<file path="config.mk">
export PLATFORM = sky130hd
export DESIGN_NAME = axi4_lite_arbiter_2to1
export DESIGN_NICKNAME = d
export VERILOG_FILES = /design/src/rtl/axi4_lite_arbiter_2to1_pkg.sv /design/src/rtl/axi4_lite_arbiter_2to1_rr.sv /design/src/rtl/axi4_lite_arbiter_2to1.sv
export SDC_FILE = /design/constraint.sdc
export NUM_CORES = 1
export LEC_CHECK = 0
export ABC_AREA = 1
export CAP_MARGIN = 10
export CORE_AREA = 2 2 171 173
export CTS_BUF_LIST = sky130_fd_sc_hd__clkbuf_16
export CTS_CLUSTER_DIAMETER = 200
export DETAILED_ROUTE_END_ITERATION = 10
export DIE_AREA = 0 0 173 175
export SLEW_MARGIN = 40
export SYNTH_ARGS = -nofsm -noshare
export SYNTH_HDL_FRONTEND = slang
export SYNTH_HIERARCHICAL = 1
export SYNTH_SLANG_ARGS = --single-unit
</file>
<file path="constraint.sdc">
create_clock -name ACLK -period 2 [get_ports ACLK]
set_clock_uncertainty 0.15 [all_clocks]
set_input_delay 0.2 -clock ACLK [delete_from_list [all_inputs] [get_ports ACLK]]
set_output_delay 0.2 -clock ACLK [all_outputs]
set_load 0.01 [all_outputs]
</file>
<file path="src/rtl/axi4_lite_arbiter_2to1_pkg.sv">
// Shared definitions for the two-master AXI4-Lite arbiter: response codes and FSM encoding.
package axi4_lite_arbiter_2to1_pkg;

    localparam logic [1:0] AXI_RESP_OK     = 2'b00;
    localparam logic [1:0] AXI_RESP_SLVERR = 2'b10;

    typedef enum logic [1:0] {
        StIdle = 2'd0,
        StWr   = 2'd1,
        StRd   = 2'd2
    } arb_state_e;

endpackage

</file>
<file path="src/rtl/axi4_lite_arbiter_2to1_rr.sv">
// Two-way round-robin pick: a lone requester always wins; on a tie, prio names the winner.
module rr_arbiter_2 (
    input  logic [1:0] req,
    input  logic       prio,
    output logic [1:0] gnt
);

    always_comb begin
        gnt = req;
        if (&req) begin
            gnt = prio ? 2'b10 : 2'b01;
        end
    end

endmodule

</file>
<file path="src/rtl/axi4_lite_arbiter_2to1.sv">
// Shares one AXI4-Lite slave between two masters, one transaction at a time, round-robin.
module axi4_lite_arbiter_2to1
    import axi4_lite_arbiter_2to1_pkg::*;
#(
    parameter int unsigned DATA_WIDTH = 32,
    parameter int unsigned ADDR_WIDTH = 32
) (
    input  logic                      ACLK,
    input  logic                      ARESETN,
    // Upstream masters, packed two-wide
    input  logic [2*ADDR_WIDTH-1:0]   S_AWADDR,
    input  logic [1:0]                S_AWVALID,
    output logic [1:0]                S_AWREADY,
    input  logic [2*DATA_WIDTH-1:0]   S_WDATA,
    input  logic [2*DATA_WIDTH/8-1:0] S_WSTRB,
    input  logic [1:0]                S_WVALID,
    output logic [1:0]                S_WREADY,
    output logic [3:0]                S_BRESP,
    output logic [1:0]                S_BVALID,
    input  logic [1:0]                S_BREADY,
    input  logic [2*ADDR_WIDTH-1:0]   S_ARADDR,
    input  logic [1:0]                S_ARVALID,
    output logic [1:0]                S_ARREADY,
    output logic [2*DATA_WIDTH-1:0]   S_RDATA,
    output logic [3:0]                S_RRESP,
    output logic [1:0]                S_RVALID,
    input  logic [1:0]                S_RREADY,
    // Downstream slave
    output logic [ADDR_WIDTH-1:0]     M_AWADDR,
    output logic                      M_AWVALID,
    input  logic                      M_AWREADY,
    output logic [DATA_WIDTH-1:0]     M_WDATA,
    output logic [DATA_WIDTH/8-1:0]   M_WSTRB,
    output logic                      M_WVALID,
    input  logic                      M_WREADY,
    input  logic [1:0]                M_BRESP,
    input  logic                      M_BVALID,
    output logic                      M_BREADY,
    output logic [ADDR_WIDTH-1:0]     M_ARADDR,
    output logic                      M_ARVALID,
    input  logic                      M_ARREADY,
    input  logic [DATA_WIDTH-1:0]     M_RDATA,
    input  logic [1:0]                M_RRESP,
    input  logic                      M_RVALID,
    output logic                      M_RREADY,
    output logic [1:0]                GRANT,
    output logic                      BUSY
);

    localparam int unsigned STRB_WIDTH = DATA_WIDTH / 8;

    arb_state_e state_q, state_d;
    logic [1:0] grant_q, grant_d;
    logic       prio_q, prio_d;
    logic       aw_done_q, aw_done_d;
    logic       w_done_q, w_done_d;
    logic       ar_done_q, ar_done_d;
    logic [1:0] arb_gnt;

    rr_arbiter_2 u_rr (
        .req  (S_AWVALID | S_ARVALID),
        .prio (prio_q),
        .gnt  (arb_gnt)
    );

    always_ff @(posedge ACLK or negedge ARESETN) begin
        if (!ARESETN) begin
            state_q   <= StIdle;
            grant_q   <= 2'b00;
            prio_q    <= 1'b0;
            aw_done_q <= 1'b0;
            w_done_q  <= 1'b0;
            ar_done_q <= 1'b0;
        end else begin
            state_q   <= state_d;
            grant_q   <= grant_d;
            prio_q    <= prio_d;
            aw_done_q <= aw_done_d;
            w_done_q  <= w_done_d;
            ar_done_q <= ar_done_d;
        end
    end

    always_comb begin
        state_d   = state_q;
        grant_d   = grant_q;
        prio_d    = prio_q;
        aw_done_d = aw_done_q;
        w_done_d  = w_done_q;
        ar_done_d = ar_done_q;
        unique case (state_q)
            StIdle: begin
                if (|arb_gnt) begin
                    grant_d   = arb_gnt;
                    aw_done_d = 1'b0;
                    w_done_d  = 1'b0;
                    ar_done_d = 1'b0;
                    // Writes take precedence over reads within the winning master
                    if (arb_gnt[0] ? S_AWVALID[0] : S_AWVALID[1]) begin
                        state_d = StWr;
                    end else begin
                        state_d = StRd;
                    end
                end
            end
            StWr: begin
                if (M_AWVALID && M_AWREADY) aw_done_d = 1'b1;
                if (M_WVALID && M_WREADY)   w_done_d  = 1'b1;
                if (M_BVALID && M_BREADY) begin
                    state_d = StIdle;
                    grant_d = 2'b00;
                    prio_d  = ~grant_q[1];
                end
            end
            StRd: begin
                if (M_ARVALID && M_ARREADY) ar_done_d = 1'b1;
                if (M_RVALID && M_RREADY) begin
                    state_d = StIdle;
                    grant_d = 2'b00;
                    prio_d  = ~grant_q[1];
                end
            end
            default: begin
                state_d = StIdle;
                grant_d = 2'b00;
            end
        endcase
    end

    // Channel muxes: everything is zero except the owner's path in the active direction.
    always_comb begin
        S_AWREADY = 2'b00;
        S_WREADY  = 2'b00;
        S_BRESP   = 4'b0000;
        S_BVALID  = 2'b00;
        S_ARREADY = 2'b00;
        S_RDATA   = '0;
        S_RRESP   = 4'b0000;
        S_RVALID  = 2'b00;
        M_AWADDR  = '0;
        M_AWVALID = 1'b0;
        M_WDATA   = '0;
        M_WSTRB   = '0;
        M_WVALID  = 1'b0;
        M_BREADY  = 1'b0;
        M_ARADDR  = '0;
        M_ARVALID = 1'b0;
        M_RREADY  = 1'b0;
        for (int i = 0; i < 2; i++) begin
            if (grant_q[i] && state_q == StWr) begin
                M_AWADDR     = S_AWADDR[i*ADDR_WIDTH +: ADDR_WIDTH];
                M_AWVALID    = S_AWVALID[i] & ~aw_done_q;
                S_AWREADY[i] = M_AWREADY & ~aw_done_q;
                M_WDATA      = S_WDATA[i*DATA_WIDTH +: DATA_WIDTH];
                M_WSTRB      = S_WSTRB[i*STRB_WIDTH +: STRB_WIDTH];
                M_WVALID     = S_WVALID[i] & ~w_done_q;
                S_WREADY[i]  = M_WREADY & ~w_done_q;
                M_BREADY     = S_BREADY[i];
                S_BVALID[i]  = M_BVALID;
                S_BRESP[i*2 +: 2] = M_BRESP;
            end
            if (grant_q[i] && state_q == StRd) begin
                M_ARADDR     = S_ARADDR[i*ADDR_WIDTH +: ADDR_WIDTH];
                M_ARVALID    = S_ARVALID[i] & ~ar_done_q;
                S_ARREADY[i] = M_ARREADY & ~ar_done_q;
                M_RREADY     = S_RREADY[i];
                S_RVALID[i]  = M_RVALID;
                S_RDATA[i*DATA_WIDTH +: DATA_WIDTH] = M_RDATA;
                S_RRESP[i*2 +: 2] = M_RRESP;
            end
        end
    end

    assign GRANT = grant_q;
    assign BUSY  = (state_q != StIdle);

endmodule

</file>
== After elaboration in Yosys (flattened, before gate mapping) ==
Index checks and enable logic that the tools add are counted.

* Bits in registers: 8
* Bits of input ports: 253
* Output and inout port bits: 190
* Logic and storage cells: 103

* Equal/unequal tests: 8
* Mux-type cells: 54
* Bitwise operators: 14
* Reduce and logical (&&, ||, !) cells: 21

{| class="wikitable"
|+ Operators by type and width
! kind !! count
|-
| $mux W32 || 8
|-
| $mux W1 || 27
|-
| $mux W2 || 11
|-
| $reduce_and A3 Y1 || 5
|-
| $ne A2 B2 Y1 const B || 6
|-
| $pmux W2 S3 || 2
|-
| $and A1 B1 Y1 || 9
|-
| $logic_and A1 B1 Y1 || 9
|-
| $mux W4 || 2
|-
| $pmux W1 S2 || 4
|-
| $reduce_bool A2 Y1 || 4
|-
| $not A1 Y1 || 4
|-
| $eq A2 B1 Y1 const B || 1
|-
| $eq A2 B2 Y1 const B || 1
|-
| $logic_not A2 Y1 || 1
|-
| $or A2 B2 Y2 || 1
|-
| $reduce_and A2 Y1 || 1
|-
| $reduce_or A2 Y1 || 1
|}

== Longest topological paths before layout ==
Gate-level depths: netlist (run 1).

* Depth after elaboration: 7
* Mapped depth: 9
* Mapped depth without buffers: 9

== Cells and area by module ==
Netlist (run 1), hierarchy kept.

{| class="wikitable"
|+ By module, submodules not included
! module !! instances !! cells each !! area each (um2) !! seq. area each (um2)
|-
| axi4_lite_arbiter_2to1 || 1 || 538 || 2482.4 || 200.2
|-
| rr_arbiter_2 || 1 || 5 || 21.3 || 0.0
|}

== Worst setup path after synthesis (run 1) ==
OpenSTA, ideal clock, no wires.

* Path kind: register to output
* Start: register grant_q[1] (netlist: GRANT[1])
* End: output port M_ARADDR[0]
* Arrival time: 1303 ps
* Data required time: 1650 ps
* Setup slack: 347 ps
* Cell stages (with the launch flop): 6
* Buffers on the path: 2
* Path through: dfrtp_1 -> inv_2 -> buf_2 -> buf_2 -> nand2_1 -> o21ai_0

* Word-level cells in the longest chain between the ends: 2

{| class="wikitable"
|+ RTL lines
! what !! RTL line !! source
|-
| from (decl) || axi4_lite_arbiter_2to1.sv:53 || <nowiki>logic [1:0] grant_q, grant_d;</nowiki>
|-
| from (signal assigned) || axi4_lite_arbiter_2to1.sv:76 || <nowiki>grant_q <= grant_d;</nowiki>
|-
| $logic_and A1 B1 Y1 || axi4_lite_arbiter_2to1.sv:162 || <nowiki>if (grant_q[i] && state_q == StRd) begin</nowiki>
|-
| $mux W32 || axi4_lite_arbiter_2to1.sv:162 ||
|-
| to (decl) || axi4_lite_arbiter_2to1.sv:39 || <nowiki>output logic [ADDR_WIDTH-1:0] M_ARADDR,</nowiki>
|}

Every way passes these cells.

== Worst setup path after layout (run 1) ==
* Start: register grant_q[1] (netlist: GRANT[1])
* End: output port M_AWADDR[8]

* Word-level cells in the longest chain between the ends: 2

{| class="wikitable"
|+ RTL lines
! what !! RTL line !! source
|-
| $logic_and A1 B1 Y1 || axi4_lite_arbiter_2to1.sv:150 || <nowiki>if (grant_q[i] && state_q == StWr) begin</nowiki>
|-
| $mux W32 || axi4_lite_arbiter_2to1.sv:150 ||
|-
| to (decl) || axi4_lite_arbiter_2to1.sv:29 || <nowiki>output logic [ADDR_WIDTH-1:0] M_AWADDR,</nowiki>
|}

Every way passes these cells.

==> results.yml, run 1 <==
clock_tree:
  clock_path_buffers: 2
  path_clk_slew_ns: 0.04
  cts.sinks: 8
  cts_max_level: 1
  cts_tree: "built"
  root_buffer: "clkbuf_16"
  hold_buffers: 0
  clock_latency_ns: 0.23
  numCtsBuffers: 3
timing:
  hold_viol: 0
  fmax_mhz: 480
  finalCritPeriodShare: 1.04
  setup_ws_ns: -0.0834
  rsz0062_at_grt: "true"
  hold-worst-slack_ns: 0.101
  setup_viol: 37
  drv_slew: 0
  slew_headroom: 0.751
  tightest_slew_ns: 0.372
  period_minus_slack_ns: 2.08
drt:
  drcViolationCount: 0
  drt_iter0_drc: 233
  postRouteAntennaNets: 0
  routed_wirelength_um: 20200
  route.vias.total: 5249
  viasPerCell: 3.68
  wl_per_cell_um: 14.2
  dr.pass1.iters: 4
min_path:
  hold_path.class: "in2async"
setup_path:
  cpPeakStageDelay_ns: 0.39
  worstRegToRegCells: 10
  timing.critical_path.to: "M_AWADDR[8]"
  cp_data_arrival_time_ns: 1.73
  r2r-start: "GRANT[1]$_DFFE_PN0P_"
  crit-reg2reg-capture: "GRANT[0]$_DFFE_PN0P_"
  critPathLaunchType: "flop"
  worstPathMaxFanout: 8
  crit_start: "GRANT[1]$_DFFE_PN0P_"
  worst_setup_path_end_kind: "output pin"
  crit_slowest_cell: "dfrtp_1"
  worstPathCellList: "clkinv_4 -> buf_6 -> nor2_4 -> buf_12 -> buf_16 -> buf_12 -> buf_4 -> nand2_2 -> o21ai_2 -> buf_2"
  cp_common_cell: "buf_12"
  critical_path_required_ns: 1.65
  critical_path_class: "reg2out"
  reg2reg_slack_ns: 0.21
final_layout:
  n_antenna_cell: 0
  drive_gt1_frac: 0.316
  nNetsFinal: 1296
  area_growth_syn_to_layout_pct: 210
power:
  power.leakage_nw: 3.98
  ir_drop_mv: 0.352
  power_density_nw_per_um2: 711
  power_w: 0.00552
floorplan:
  initial_utilization: 0.0882
  die_area_um2: 30300
  die_w_um: 173
  core-area_um2: 28400
  boundaryPins: 443
  row_count: 62
  fp.dieH_um: 175
placement:
  routabilityCongestion: 0.847
  dpl.hpwl_um: 15100
  pre_cts_ws_ns: -0.145
  io_buffers: 442
global_route:
  antenna_found_initial: 0
  grt_max_degree: 35
  first_global_vias: 5045
  grt_remaining_overflow: 0
  grt_pass1_wl_um: 28400
  grt_use_total: 0.117
flow_run:
  maxCapViolCount: 0
synthesis:
  ys_seq_area_frac: 0.0800
  synth_area_um2: 2500
  netlist_instances: 543
  synth_seq_cells: 8
  synthAdderAreaFrac: 0
  synth_fp_nets: 796
  muxShareOfSynthArea: 0
  synth_warnings: 6
  synth_xor_area_frac: 0
  yosys.area_share.simple: 0.523
  synth_compound_area_frac: 0.230
  synth_top_family_by_area: "simple AND/OR/NAND/NOR gates"
  avgSynthCellArea_um2: 4.61
  synthDistinctLibCells: 25
outcome:
  status: "finished with violations"
  violations: "setup timing"
==> area by class of cell <==
type / count / area, um^2
multi-input combinational: 441 / 2110
clock buffer: 3 / 75.1
timing repair buffer: 534 / 4680
fill: 3233 / 20600
tap: 384 / 480
sequential: 8 / 200
inverter: 55 / 214
==> cell families after synthesis <==
group,count (synthesis)
simple gates,330
buf+inv,94
flops,8
compound gates,111
==> power breakdown <==
group,leakage [nW],switching (W),internal [W]
Combinational,3.84,0.00247,0.00239
Sequential,0.103,0.0000838,0.000233
Clock,0.0370,0.0000790,0.000258
==> routing by layer <==
| metal | global-route usage | wire length, um |
|---|---|---|
| met1 | 0.142 | 8550 |
| met5 | 0 | 0 |
| met2 | 0.219 | 10200 |
| met3 | 0.0178 | 1180 |
| met4 | 0.0205 | 233 |
==> Yosys cell counts (all sizes together) <==
master,count,share of area
nand2,226,0.34
o21ai,105,0.22
nor2,87,0.14
inv,55,0.082
buf,26,0.063
clkbuf,13,0.021
dfrtp,8,0.080
nor3,6,0.012
a21oi,5,0.010
nand3,5,0.016
nand4,5,0.012
o31ai,1,0.0030
or2,1,0.0025
==> stage by stage <==
step | cells | setup TNS [ns] | util | cell area, um^2
CTS | 1415 | -1.66 | 0.274 | 7780
detailed placement | 1393 | -6.41 | 0.274 | 7780
global placement | 1393 | -4.00 | 0.274 | 7780
floorplan | 543 | 0 | - | 2500
global route | 1425 | -6.99 | 0.273 | 7760
finish | 1425 | -1.12 | 0.273 | 7760
==> critical path, delay by kind of cell, from the launching register on <==
kind,cells,cell delay [ns]
flip-flops,1,0.39
AO/OA/AOI/OAI,1,0.05
AND/OR/NAND/NOR,2,0.20
buffers and inverters,7,0.85
==> layout by cell type, fill, tap and decap left out, types with 13 or more instances in the layout <==
cell,netlist,routed
buf_12,0,15
buf_2,18,100
buf_4,4,57
buf_6,3,14
clkbuf_2,3,65
clkdlybuf4s50_1,0,254
inv_1,51,51
nand2_1,223,190
nand2_2,2,23
nand2_4,1,13
nor2_1,85,83
o21ai_0,91,48
o21ai_1,11,41
o21ai_2,2,15
==> what timing repair did <==
action                                 4_1_cts  5_1_grt
gates resized for setup                    529      257
setup buffers                               14        9
pin swaps                                    3        1
setup endpoints to repair                  188      163
endpoints found under the hold margin        0        0
gates cloned                                 5        3
==> sequential cells by signal, summed over array words and instances, names as in the netlist <==
name and count:
prio_q 1, w_done_q 1, aw_done_q 1, GRANT 2
ar_done_q 1, state_q 2
==> how the worst min path moves through the flow <==
| stage | end | slack (ns) | cells past startpoint |
|---|---|---|---|
| 6_report | w_done_q$_DFFE_PN0P_ | 0.10 | 1 |
| 5_1_grt | aw_done_q$_DFFE_PN0P_ | 0.13 | 1 |
| 4_1_cts | aw_done_q$_DFFE_PN0P_ | 0.12 | 1 |
| 3_5_place_dp | prio_q$_DFFE_PN0P_ | 0.34 | 2 |
| 3_3_place_gp | prio_q$_DFFE_PN0P_ | 0.34 | 2 |
| 2_1_floorplan | GRANT[0]$_DFFE_PN0P_ | -0.25 | 0 |
Note: power is estimated with default switching activity, not from simulation.
==> run 2: changes to the inputs <==
- RECOVER_POWER: default -> 25
==> run 2 against run 1 <==
  * First-iteration DRC count is 0.43% higher
  * Register-to-register slack hardly changed
  * Maximum frequency hardly changed
  * Hold slack better by 0.072 ns
  * Highest routed layer unchanged
  * Largest cell class unchanged
  * Final area is 0.26% lower
  * The flow still finishes with violations (setup timing)
==> results.yml, run 2 (synthesis gave the netlist of run 1 again) <==
final_layout:
  drive_gt1_frac: 0.311
  finish.utilization: 0.272
  layout_common_cells: "250 x clkdlybuf4s50_1, 190 x nand2_1, 100 x buf_2"
  nNetsFinal: 1296
  final_common_cell: "clkdlybuf4s50_1"
  fin_cells: 1425
  n_antenna_cell: 0
  area_growth_syn_to_layout_pct: 209
clock_tree:
  cts_max_level: 1
  numCtsBuffers: 3
  root_buffer: "clkbuf_16"
  path_clk_slew_ns: 0.04
  cts.sinks: 8
  cts_tree: "built"
  clock_path_buffers: 2
  clock_latency_ns: 0.23
drt:
  drcViolationCount: 0
  route.vias.total: 5238
  routed_wirelength_um: 20100
  viasPerCell: 3.68
  wl_per_cell_um: 14.1
  drt_iter0_drc: 234
  postRouteAntennaNets: 0
  dr.pass1.iters: 4
floorplan:
  die_w_um: 173
  die_area_um2: 30300
  row_count: 62
  fp.dieH_um: 175
  core-area_um2: 28400
  boundaryPins: 443
  initial_utilization: 0.0882
power:
  ir_drop_mv: 0.351
  power_w: 0.00548
  power.leakage_nw: 3.96
  power_density_nw_per_um2: 708
setup_path:
  crit_slowest_cell: "dfrtp_1"
  critPathLaunchType: "flop"
  worstPathCellList: "clkinv_4 -> buf_6 -> nor2_4 -> buf_12 -> buf_16 -> buf_12 -> buf_6 -> nand2_4 -> o21ai_2 -> buf_2"
  critical_path_class: "reg2out"
  worst_setup_path_end_kind: "output pin"
  cpPeakStageDelay_ns: 0.39
  worstPathMaxFanout: 8
  crit_family: "buffers and inverters"
  cp_data_arrival_time_ns: 1.73
  critPathBufInv: 7
  critical_path_required_ns: 1.65
timing:
  tns_ns: -1.09
  fmax_mhz: 480
  finalCritPeriodShare: 1.04
  rsz0062_at_grt: "true"
  slew_headroom: 0.746
  setup_viol: 37
  hold_viol: 0
  drv_slew: 0
  tightest_slew_ns: 0.380
  setup_ws_ns: -0.0834
  period_minus_slack_ns: 2.08
global_route:
  antenna_found_initial: 0
  grt_remaining_overflow: 0
  first_global_vias: 5045
  grt_use_total: 0.117
  grt_pass1_wl_um: 28400
  grt_max_degree: 35
flow_run:
  maxCapViolCount: 0
placement:
  dpl.hpwl_um: 15100
  routabilityCongestion: 0.847
  dp_cells: 1393
  io_buffers: 442
outcome:
  status: "finished with violations"
  violations: "setup timing"
min_path:
  hold_path.class: "in2async"
==> run 2: cell types whose count changed in the layout (fill, tap and decap cells not counted), sizes merged <==
cell and delta:
clkdlybuf4s50 -4, clkbuf +3, buf -3, dlygate4sd3 +4
==> run 2: what timing repair did <==
item | 4_1_cts | 5_1_grt
endpoints found under the hold margin | 0 | 0
hold buffers | 0 | 0
resized for setup | 529 | 257
cloned | 5 | 3
buffers inserted | 14 | 9
setup endpoints to repair | 188 | 163
pin swaps | 3 | 1
==> run 2: area by class of cell <==
type | instances | area [um^2]
Fill cell | 3237 | 20700
Tap cell | 384 | 480
Clock buffer | 3 | 75.1
Sequential cell | 8 | 200
Timing Repair Buffer | 534 | 4670
Inverter | 55 | 214
Multi-Input combinational cell | 441 | 2100
==> run 2: worst reg2reg max path: stages (launching register included) <==
cell       delay [ns]
dfrtp_1          0.40
clkinv_4         0.08
buf_4            0.12
bufbuf_16        0.29
nand2_1          0.09
o21ai_2          0.15
nand2_1          0.08
nand2_2          0.11
nand3_2          0.09
nand2_1          0.06
nand2_1          0.05
==> run 2: final timing paths <==
path / from / endpoint / slack [ns] / depth (start not counted)
setup reg to reg: GRANT[1]$_DFFE_PN0P_ / GRANT[0]$_DFFE_PN0P_ / 0.21 / 10
min in group ACLK: prio_q$_DFFE_PN0P_ / prio_q$_DFFE_PN0P_ / 0.35 / 2
hold / removal: ARESETN / w_done_q$_DFFE_PN0P_ / 0.17 / 1
hold reg to reg: prio_q$_DFFE_PN0P_ / prio_q$_DFFE_PN0P_ / 0.35 / 2
max in group asynchronous: ARESETN / ar_done_q$_DFFE_PN0P_ / 1.25 / 1
setup / recovery: GRANT[1]$_DFFE_PN0P_ / M_WDATA[0] / -0.08 / 10
==> run 2: through the flow <==
step	hold WS (ns)	setup slack, ns	cell area (um^2)
2_1_floorplan	-0.246	0.347	2500
3_3_place_gp	0.339	-0.138	7780
3_5_place_dp	0.343	-0.145	7780
4_1_cts	0.121	-0.126	7780
5_1_grt	0.196	-0.172	7740
6_report	0.172	-0.0834	7740
==> run 2: power breakdown <==
group	switching, W	internal (W)
clock	0.0000790	0.000258
combinational	0.00246	0.00237
sequential	0.0000785	0.000233
==> run 2: layer usage <==
| layer | vias to the layer above | routed length (um) | GRT usage |
|---|---|---|---|
| met5 | - | 0 | 0 |
| met4 | 0 | 233 | 0.0205 |
| met1 | 2326 | 8550 | 0.142 |
| li1 | 2681 | - | - |
| met2 | 215 | 10200 | 0.219 |
| met3 | 16 | 1140 | 0.0178 |
==> run 3: changes to the inputs <==
- ABC_AREA: 1 -> default
- CORE_AREA: 2 2 171 173 -> 2 2 172 174
- CTS_BUF_LIST: sky130_fd_sc_hd__clkbuf_16 -> sky130_fd_sc_hd__clkbuf_2 sky130_fd_sc_hd__clkbuf_4 sky130_fd_sc_hd__clkbuf_8
- DIE_AREA: 0 0 173 175 -> 0 0 174 176
==> run 3 against run 2 <==
  * Sequential cell count unchanged
  * The run still ends with setup timing left
  * Critical path depth down 3
  * Wire length up 17%
  * Count of clock-buffer cells in the layout unchanged
  * Die area up 1.2%
  * Sequential share of layout area down 0.057 points
  * Synthesized cell count down 43%
==> results.yml, run 3 <==
drt:
  dr.pass1.iters: 4
  drcViolationCount: 0
  viasPerCell: 3.91
  routed_wirelength_um: 23600
  drt_iter0_drc: 131
  postRouteAntennaNets: 0
  wl_per_cell_um: 19.7
  route.vias.total: 4697
final_layout:
  drive_gt1_frac: 0.353
  final_common_cell: "clkdlybuf4s50_1"
  area_growth_syn_to_layout_pct: 254
  layout_common_cells: "254 x clkdlybuf4s50_1, 88 x a22o_1, 86 x buf_2"
  nNetsFinal: 1069
  finish.utilization: 0.282
timing:
  period_minus_slack_ns: 2.12
  hold_viol: 0
  finalCritPeriodShare: 1.06
  hold-worst-slack_ns: 0.203
  setup_ws_ns: -0.118
  fmax_mhz: 472
  tns_ns: -3.95
  tightest_slew_ns: 0.440
  drv_slew: 0
  slew_headroom: 0.706
  setup_viol: 79
  rsz0062_at_grt: "true"
global_route:
  grt_remaining_overflow: 0
  grt_max_degree: 26
  grt_pass1_wl_um: 32700
  grt_use_total: 0.142
  antenna_found_initial: 3
  first_global_vias: 4930
synthesis:
  ys_seq_area_frac: 0.0879
  ys.flop_type: "dfrtp_1"
  synth_top_area_cell: "a22o_1"
  synth_top_area_frac: 0.385
  synth_warnings: 6
  netlist_instances: 311
  synth_seq_cells: 8
  synth_edf_count: 0
  async_reset_ff_frac: 1.00
  post-synth-top-count-cell: "a22o_1"
  synth_common_cells: "100 x a22o_1, 45 x and3_1, 38 x and2_1"
  synth_fp_nets: 564
  synthTopCellsByArea: "a22o_1 38%, and3_1 12%, and2_1 10%"
  synth_area_um2: 2280
  avgSynthCellArea_um2: 7.32
  synthDistinctLibCells: 38
outcome:
  status: "finished with violations"
  violations: "setup timing"
clock_tree:
  root_buffer: "clkbuf_8"
  hold_buffers: 0
  cts.sinks: 8
  numCtsBuffers: 3
  cts_max_level: 1
  clock_path_buffers: 2
  path_clk_slew_ns: 0.04
  clock_latency_ns: 0.23
  cts_tree: "built"
setup_path:
  critical_path_required_ns: 1.65
  critical_path_class: "reg2out"
  cpPeakStageDelay_ns: 0.45
  worstPathCellList: "nor2b_4 -> and2_4 -> buf_12 -> buf_16 -> buf_6 -> a22o_4 -> buf_12"
  worst_setup_path_end_kind: "output pin"
  worstPathMaxFanout: 6
  cp_common_cell: "buf_12"
  critPathLaunchType: "flop"
  crit_slowest_cell: "dfrtp_2"
  cp_data_arrival_time_ns: 1.77
placement:
  routabilityCongestion: 0.829
  dpl.hpwl_um: 18200
  io_buffers: 442
floorplan:
  row_count: 62
  die_w_um: 174
  boundaryPins: 443
  initial_utilization: 0.0798
  die_area_um2: 30600
  core-area_um2: 28500
  fp.dieH_um: 176
power:
  power.leakage_nw: 3.97
  power_density_nw_per_um2: 846
  ir_drop_mv: 0.405
flow_run:
  maxCapViolCount: 0
min_path:
  hold_path.class: "in2async"
run 3: cell count changes after synthesis, sizes merged, moves of 38 or more:
cell	delta
a22o	+100
and2	+38
and3	+45
inv	-51
nand2	-220
nor2	-75
o21ai	-99
run 3: critical path, delay by kind of cell, from the launching register on:
kind	cells	cell delay, ns
AOI/OAI and AO/OA	1	0.25
buffers and inverters	4	0.52
DFF	1	0.45
and+or+nand+nor	2	0.30
run 3: kinds of logic (layout without fill, tap and decap cells):
kind of cell	after synthesis	count (layout)	synth area share
buffers and inverters	44	547	0.0945
AO/OA/AOI/OAI	128	128	0.465
multiplexers	2	2	0.00879
flip-flops	8	8	0.0879
AND/OR/NAND/NOR	129	129	0.344
other	0	3	0
run 3: area by class of cell:
class / count / area [um^2]
diodes: 3 / 7.51
clock buffers: 3 / 41.3
fillers: 3120 / 20500
inverters: 4 / 15.0
multi-input cells: 259 / 2060
flip-flops and latches: 8 / 204
well taps: 384 / 480
repair buffers: 540 / 5250
run 3: worst paths after layout:
| path | from | to | slack (ns) | cells past startpoint |
|---|---|---|---|---|
| max | state_q[0]$_DFFE_PN0P_ | M_WDATA[26] | -0.12 | 7 |
| min | ARESETN | w_done_q$_DFFE_PN0P_ | 0.20 | 1 |
| max reg2reg | state_q[1]$_DFFE_PN0P_ | GRANT[0]$_DFFE_PN0P_ | 0.13 | 9 |
| min reg2reg | aw_done_q$_DFFE_PN0P_ | aw_done_q$_DFFE_PN0P_ | 0.39 | 2 |
| max in group asynchronous | ARESETN | state_q[1]$_DFFE_PN0P_ | 1.17 | 1 |
| min in group ACLK | aw_done_q$_DFFE_PN0P_ | aw_done_q$_DFFE_PN0P_ | 0.39 | 2 |
run 3: report_power, final:
| group | leakage (nW) | internal [W] | total, W | switching (W) |
|---|---|---|---|---|
| Clock | 0.0216 | 0.000131 | 0.000197 | 0.0000660 |
| Sequential | 0.100 | 0.000239 | 0.000338 | 0.0000989 |
| Combinational | 3.85 | 0.00357 | 0.00628 | 0.00272 |
run 3: routing by layer:
metal / routed length, um / vias to the layer above / global-route usage
met4: 345 / 0 / 0.0298
met1: 8850 / 2197 / 0.158
met5: 0 / - / 0
met2: 12600 / 259 / 0.270
li1: - / 2227 / -
met3: 1810 / 14 / 0.0357
run 3: through the flow:
| stage | power, W | instance area, um^2 | worst slack [ns] | instances |
|---|---|---|---|---|
| finish | 0.00682 | 8060 | -0.118 | 1201 |
| global route | 0.00728 | 8060 | -0.162 | 1201 |
| CTS | 0.00671 | 8000 | -0.186 | 1198 |
| detailed placement | 0.00580 | 7610 | -0.323 | 1158 |
| global placement | 0.00577 | 7610 | -0.290 | 1158 |
| floorplan | 0.00243 | 2280 | 0.318 | 311 |
run 3: repair_timing:
item	in CTS	in global routing
cloned	12	2
resized for setup	566	137
pin swaps	15	37
setup buffers	26	7
endpoints found under the setup margin	188	149
